**src/rtl/fwd_source_pipe.sv**
```systemverilog
// fwd_source_pipe: EXE->MEM and MEM->WB pipeline registers, data-memory
// handshake with pipeline freeze, forwarding sources and RF write port.
// Optional feature macro: FWD_SRC_FORWARDING_EN (when undefined, WB_EN_MEM
// and WB_EN_WB are tied low so the EXE selector always uses RF values).
module fwd_source_pipe #(
   parameter int ADDR_W = 5,
   parameter int DATA_W = 32
) (
   input  logic              clk,
   input  logic              rst,
   input  logic              WB_EN_EXE,
   input  logic              MEM_R_EN_EXE,
   input  logic              MEM_W_EN_EXE,
   input  logic [ADDR_W-1:0] dest_EXE,
   input  logic [DATA_W-1:0] alu_res_EXE,
   input  logic [DATA_W-1:0] st_val_EXE,
   output logic              mem_req,
   output logic              mem_we,
   output logic [DATA_W-1:0] mem_addr,
   output logic [DATA_W-1:0] mem_wdata,
   input  logic              mem_ready,
   input  logic [DATA_W-1:0] mem_rdata,
   output logic              freeze,
   output logic [ADDR_W-1:0] dest_MEM,
   output logic              WB_EN_MEM,
   output logic [DATA_W-1:0] fwd_val_MEM,
   output logic [ADDR_W-1:0] dest_WB,
   output logic              WB_EN_WB,
   output logic [DATA_W-1:0] fwd_val_WB,
   output logic              ld_in_MEM,
   output logic              rf_we,
   output logic [ADDR_W-1:0] rf_waddr,
   output logic [DATA_W-1:0] rf_wdata
);

   typedef enum logic {RUN = 1'b0, WAIT = 1'b1} state_t;

   state_t              state;

   // MEM stage register
   logic                m_wb_en, m_r_en, m_w_en;
   logic [ADDR_W-1:0]   m_dest;
   logic [DATA_W-1:0]   m_alu, m_st;

   // WB stage register
   logic                w_wb_en;
   logic [ADDR_W-1:0]   w_dest;
   logic [DATA_W-1:0]   w_data;

   // Memory port and freeze come straight from the registered MEM fields
   always_comb begin
      mem_req   = m_r_en | m_w_en;
      mem_we    = m_w_en;
      mem_addr  = m_alu;
      mem_wdata = m_st;
      freeze    = mem_req & ~mem_ready;
   end

   // Access tracking: WAIT while a request is outstanding, back to RUN on ready
   always_ff @(posedge clk or negedge rst) begin
      if (!rst) begin
         state <= RUN;
      end else begin
         case (state)
            RUN:     if (mem_req && !mem_ready) state <= WAIT;
            WAIT:    if (mem_ready)             state <= RUN;
            default:                            state <= RUN;
         endcase
      end
   end

   // MEM register holds during a freeze; otherwise takes the EXE instruction
   always_ff @(posedge clk or negedge rst) begin
      if (!rst) begin
         m_wb_en <= 1'b0;
         m_r_en  <= 1'b0;
         m_w_en  <= 1'b0;
         m_dest  <= '0;
         m_alu   <= '0;
         m_st    <= '0;
      end else if (!freeze) begin
         m_wb_en <= WB_EN_EXE;
         m_r_en  <= MEM_R_EN_EXE;
         m_w_en  <= MEM_W_EN_EXE;
         m_dest  <= dest_EXE;
         m_alu   <= alu_res_EXE;
         m_st    <= st_val_EXE;
      end
   end

   // WB register takes a bubble while frozen so a stalled load writes once
   always_ff @(posedge clk or negedge rst) begin
      if (!rst) begin
         w_wb_en <= 1'b0;
         w_dest  <= '0;
         w_data  <= '0;
      end else if (freeze) begin
         w_wb_en <= 1'b0;
      end else begin
         w_wb_en <= m_wb_en;
         w_dest  <= m_dest;
         w_data  <= m_r_en ? mem_rdata : m_alu;
      end
   end

   // Forwarding sources and register-file write port
   always_comb begin
      dest_MEM    = m_dest;
      fwd_val_MEM = m_alu;
      dest_WB     = w_dest;
      fwd_val_WB  = w_data;
      ld_in_MEM   = m_wb_en & m_r_en;
      rf_we       = w_wb_en;
      rf_waddr    = w_dest;
      rf_wdata    = w_data;
`ifdef FWD_SRC_FORWARDING_EN
      // a load's MEM-stage value is its address, never forwardable data
      WB_EN_MEM   = m_wb_en & ~m_r_en;
      WB_EN_WB    = w_wb_en;
`else
      WB_EN_MEM   = 1'b0;
      WB_EN_WB    = 1'b0;
`endif
   end

endmodule

```
**config.mk**
```make
export PLATFORM = sky130hd
export DESIGN_NAME = fwd_source_pipe
export DESIGN_NICKNAME = d
export VERILOG_FILES = /design/src/rtl/fwd_source_pipe.sv
export SDC_FILE = /design/constraint.sdc
export NUM_CORES = 1
export LEC_CHECK = 0
export CAP_MARGIN = 20
export CORE_AREA = 2 2 114 116
export DETAILED_ROUTE_END_ITERATION = 6
export DIE_AREA = 0 0 116 118
export DONT_BUFFER_PORTS = 1
export HOLD_SLACK_MARGIN = 0.06
export PLACE_DENSITY = 0.57
export SLEW_MARGIN = 0
export SYNTH_ARGS = -nofsm -noshare
export SYNTH_HDL_FRONTEND = slang
export SYNTH_SLANG_ARGS = --single-unit
```
**constraint.sdc**
```tcl
create_clock -name clk -period 2.6 [get_ports clk]
set_input_delay 0.26 -clock clk [delete_from_list [all_inputs] [get_ports clk]]
set_output_delay 0.26 -clock clk [all_outputs]
set_load 0.01 [all_outputs]
```
## Word-level counts from Yosys, hierarchy flattened

Cells that the tools add are included.

| storage, ports and cells | value |
|---|---|
| flip-flop bits (word level) | 110 |
| input port bits | 107 |
| output and inout bits | 182 |

| operators by class | value |
|---|---|
| mux-type cells | 2 |
| bitwise logic cells | 4 |

Operators with widths:

| operator | count |
|---|---|
| 32-bit two-way mux | 1 |
| 1-bit AND | 2 |
| 1-bit two-way mux | 1 |
| 1-bit NOT | 1 |
| 1-bit OR | 1 |

## Depth between registers and ports, before layout

| logic depth | value |
|---|---|
| depth in word-level cells | 3 |
| gate-level depth with buffers | 7 |
| mapped depth without buffers | 3 |

## Least setup slack after synthesis

No wires, ideal clock.

| timing | value |
|---|---|
| path kind | reg-to-reg |
| from | reg m_w_en (netlist: mem_we) |
| to | reg w_dest[3] (netlist: dest_WB[3]) |
| library setup time | 0.125 ns |
| data arrival time | 1.289 ns |
| data required time | 2.475 ns |
| slack | 1.185 ns |
| cell stages (with the launch flop) | 6 |
| path buffers | 3 |
| path through | dfrtp_1 -> buf_4 -> o21bai_2 -> buf_6 -> buf_6 -> mux2_4 |

| between the ends | value |
|---|---|
| cells in the longest elaborated chain, start to end | 2 |

RTL lines:

| what | line | source |
|---|---|---|
| from (decl) | 41 | `logic m_wb_en, m_r_en, m_w_en;` |
| from (signal assigned) | 77 | `m_w_en <= 1'b0;` |
| from (signal assigned) | 84 | `m_w_en <= MEM_W_EN_EXE;` |
| 1-bit OR | 52 | `mem_req = m_r_en \| m_w_en;` |
| 1-bit AND | 56 | `freeze = mem_req & ~mem_ready;` |
| to (signal assigned) | 101 | `w_dest <= m_dest;` |
| to (decl) | 47 | `logic [ADDR_W-1:0] w_dest;` |

No other way between the ends.
A chain may end at the register's enable or synchronous reset.

## Worst setup path after layout

| timing | value |
|---|---|
| from | reg m_r_en |
| to | out ld_in_MEM |

| between the ends | value |
|---|---|
| cells in the longest elaborated chain, start to end | 1 |

RTL lines:

| what | line | source |
|---|---|---|
| from (decl) | 41 |  |
| from (signal assigned) | 76 | `m_r_en <= 1'b0;` |
| from (signal assigned) | 83 | `m_r_en <= MEM_R_EN_EXE;` |
| 1-bit AND | 112 | `ld_in_MEM = m_wb_en & m_r_en;` |
| to (decl) | 30 | `output logic ld_in_MEM,` |

No other way between the ends.

==> qor.csv <==
stage;metric;value;unit
status;status;complete, but fails checks;
status;failing checks;hold timing;
timing;unrepaired setup endpoints after global routing;no;
pwr;Power Dens Cells;767.1;nW/um2
clocking;H-tree depth;3;
timing;post-route setup slack;800.2;ps
pwr;leakage;0.002782;uW
yosys;XOR/XNOR Fraction of Synth Area;0;
critical_path;CP Capture Type;output pin;
route;vias;3362;
critical_path;Worst R2R Setup Slack;890;ps
critical_path;crit-path max cell delay;490;ps
clocking;Sink Count;110;
route;Avg WL per Cell;19.33;um
critical_path;Worst Path Required;2340;ps
yosys;Synth Area in Compound Gates;0.09188;
yosys;main combinational cell family by area after synthesis;multiplexers;
grt;largest net degree at the start of global routing;111;
yosys;area share of and/or/nand/nor cells after synthesis;0.05708;
route;DRC Markers;0;
hold_path;hold crit path type;input pin to asynchronous set/reset pin;
place;pre-CTS setup slack;883.0;ps
yosys;Mapped Cells;460;
floorplan;Die ar.;13690;um2
timing;min cycle time layout;1800;ps
layout;most common cell after layout, fill and taps aside;dfrtp_1;
pwr;Worst VDD drop;0.0003001;V
flow_run;max-cap violation count;0;
route;Iter 0 DRT Violations;311;
grt;initial antenna violation count;1;
layout;final net count;555;
floorplan;core box area;12410;um2
grt;vias in the first global route;3449;
yosys;synth unique cells;25;
critical_path;reg-to-reg startpoint;mem_we;
yosys;Syn. warnings;0;
timing;clk_skew;10.79;ps
timing;Fin Hold WS;-396.4;ps
layout;Syn-to-layout area delta;10.00;%
timing;Worst-Margin Slew;841.0;ps
timing;Total Neg Setup Slack;0;ps
yosys;mean post-synth cell area;11.72;um2
critical_path;Slowest-stage cell, CP;dfrtp_1;
route;vias per std cell;5.379;
grt;Overflow after GRT;0;
place;routability cong.;0.7422;
critical_path;FF-to-FF End;fwd_val_WB[8];
route;Post-DRT Antenna Nets;0;
critical_path;critical path peak fanout;33;
timing;Final Hold Violating Endpoints;110;
pwr;Pwr Total;4550;uW
layout;final std cells w/o fill;625;
clocking;Skew-Pair Late Insertion Delay;350;ps
yosys;Mapped Area;5393;um2
layout;Final Cell Area;5932;um2
critical_path;cells on worst reg2reg path;3;
layout;share of layout cells above drive strength 1;0.1394;
timing;relative slew slack;0.4382;
clocking;CTS buffer count;9;
yosys;mux cell area share after synthesis;0.1763;
clocking;clock buffer depth;2;
clocking;Hold Buf Count CTS;72;
route;drt first pass iters;7;
place;Placed Cells;537;
layout;fill cell count;1107;
grt;first-pass GRT wire length;18.43;mm
place;Buffers on Ports;0;
clocking;post-CTS resize count;0;
clocking;post-CTS setup buffers;0;
timing;Final period util;0.6922;
floorplan;Starting Density;0.4344;
timing;maximum clock rate;555.6;MHz
route;Post-Route WL;12.08;mm
place;DP Area;4911;um2
floorplan;IO Pins;289;
place;Post-DP HPWL;7.609;mm
layout;most frequent cells in the layout;dfrtp_1 (110), dlygate4sd3_1 (72), mux2_4 (39);
yosys;Adder-Cell Fraction of Synth Area;0;
critical_path;CP Launch Type;flip-flop;
critical_path;critical path class;flip-flop to output pin;
timing;max-slew violation count;0;
floorplan;Die H;118;um
layout;multi-input logic area;1769;um2
clocking;CTS tree;built;
floorplan;Rows;41;
clocking;CTS root buffer;clkbuf_16;
floorplan;DIE WIDTH;116;um
yosys;Yosys reg bits;110;
critical_path;Critical Path, Cell by Cell;buf_4 > and2_1;
layout;Register Area;2753;um2
yosys;Seq/Total Area, Yosys;0.5104;
timing;# setup viols final;0;
critical_path;worst path arrival time;1540;ps
clocking;clk slew on worst S/H paths;70;ps
grt;Tot GR Track Use;0.1777;
per-stage QoR:
| stage | hold slack, ps | util |
|---|---|---|
| 5_1_grt | -428.3 | 0.4778 |
| 2_1_floorplan | -35.59 | - |
| 3_5_place_dp | -32.49 | 0.3956 |
| 6_report | -396.4 | 0.4778 |
| 4_1_cts | -415.9 | 0.4776 |
| 3_3_place_gp | -32.95 | 0.3956 |
logic make-up (layout without fill, tap and decap cells):
family | after synthesis | after routing
buf+inv | 134 | 125
flops | 110 | 110
mux | 75 | 75
simple gates | 74 | 74
compound gates | 66 | 66
other cells | 1 | 3
final cells by class:
type | count | share of cell area
Multi-Input combinational cell | 217 | 0.2982
Clock inverter | 5 | 0.01160
Tap cell | 172 | 0.03628
Clock buffer | 10 | 0.03860
Inverter | 33 | 0.02088
Antenna cell | 1 | 0.0004219
Sequential cell | 110 | 0.4640
Timing Repair Buffer | 77 | 0.1299
power by group:
| part | total [uW] | internal, uW | switching (uW) |
|---|---|---|---|
| sequential | 2500 | 1970 | 529 |
| clock | 1380 | 758 | 624 |
| combinational | 666 | 374 | 292 |
cells in the mapped netlist:
| cell | number | area (um2) |
|---|---|---|
| a21oi_1 | 1 | 5.000 |
| a222oi_1 | 31 | 310.3 |
| a22o_1 | 1 | 8.760 |
| and2_1 | 2 | 12.51 |
| buf_2 | 9 | 45.04 |
| buf_4 | 75 | 563.0 |
| buf_6 | 10 | 112.6 |
| buf_8 | 1 | 15.01 |
| clkbuf_1 | 6 | 22.52 |
| conb_1 | 1 | 3.750 |
| dfrtp_1 | 110 | 2753 |
| inv_1 | 32 | 120.1 |
| inv_2 | 1 | 3.750 |
| mux2_1 | 4 | 45.04 |
| mux2_4 | 39 | 585.6 |
| mux2i_1 | 32 | 320.3 |
| nand2_1 | 36 | 135.1 |
| nand2b_1 | 1 | 6.260 |
| nand2b_4 | 1 | 13.76 |
| nor2_1 | 32 | 120.1 |
| nor2b_4 | 1 | 13.76 |
| o21ai_0 | 9 | 45.04 |
| o21ai_1 | 23 | 115.1 |
| o21bai_2 | 1 | 11.26 |
| or2_2 | 1 | 6.260 |
worst max-delay path: cells and delay by family (launching register included):
| kind | cells | cell delay (ps) |
|---|---|---|
| flip-flops | 1 | 490 |
| buffers and inverters | 1 | 440 |
| AND/OR/NAND/NOR | 1 | 260 |
registers in the layout, indices dropped and copies added (netlist names):
name	count
dest_WB	5
fwd_val_WB	32
fwd_val_MEM	32
mem_we	1
mem_wdata	32
m_r_en	1
dest_MEM	5
m_wb_en	1
rf_we	1
worst max path at each step:
stage / startpoint / to / slack, ps / cells past startpoint
floorplan: mem_we / dest_WB[3] / 1190 / 5
global placement: mem_we / fwd_val_WB[19] / 940 / 3
detailed placement: mem_we / fwd_val_WB[28] / 880 / 3
CTS: m_r_en / ld_in_MEM / 760 / 2
global route: m_r_en / ld_in_MEM / 700 / 2
finish: m_r_en / ld_in_MEM / 800 / 2
routing by layer:
metal / vias to the layer above / global-route usage / wire length, um
met5: - / 0 / 0
met4: 0 / 0.07068 / 167
met3: 10 / 0.07261 / 1217
met2: 222 / 0.2968 / 6034
met1: 1652 / 0.2001 / 4659
li1: 1478 / - / -
No activity file was read; power rests on OpenSTA's default activity.
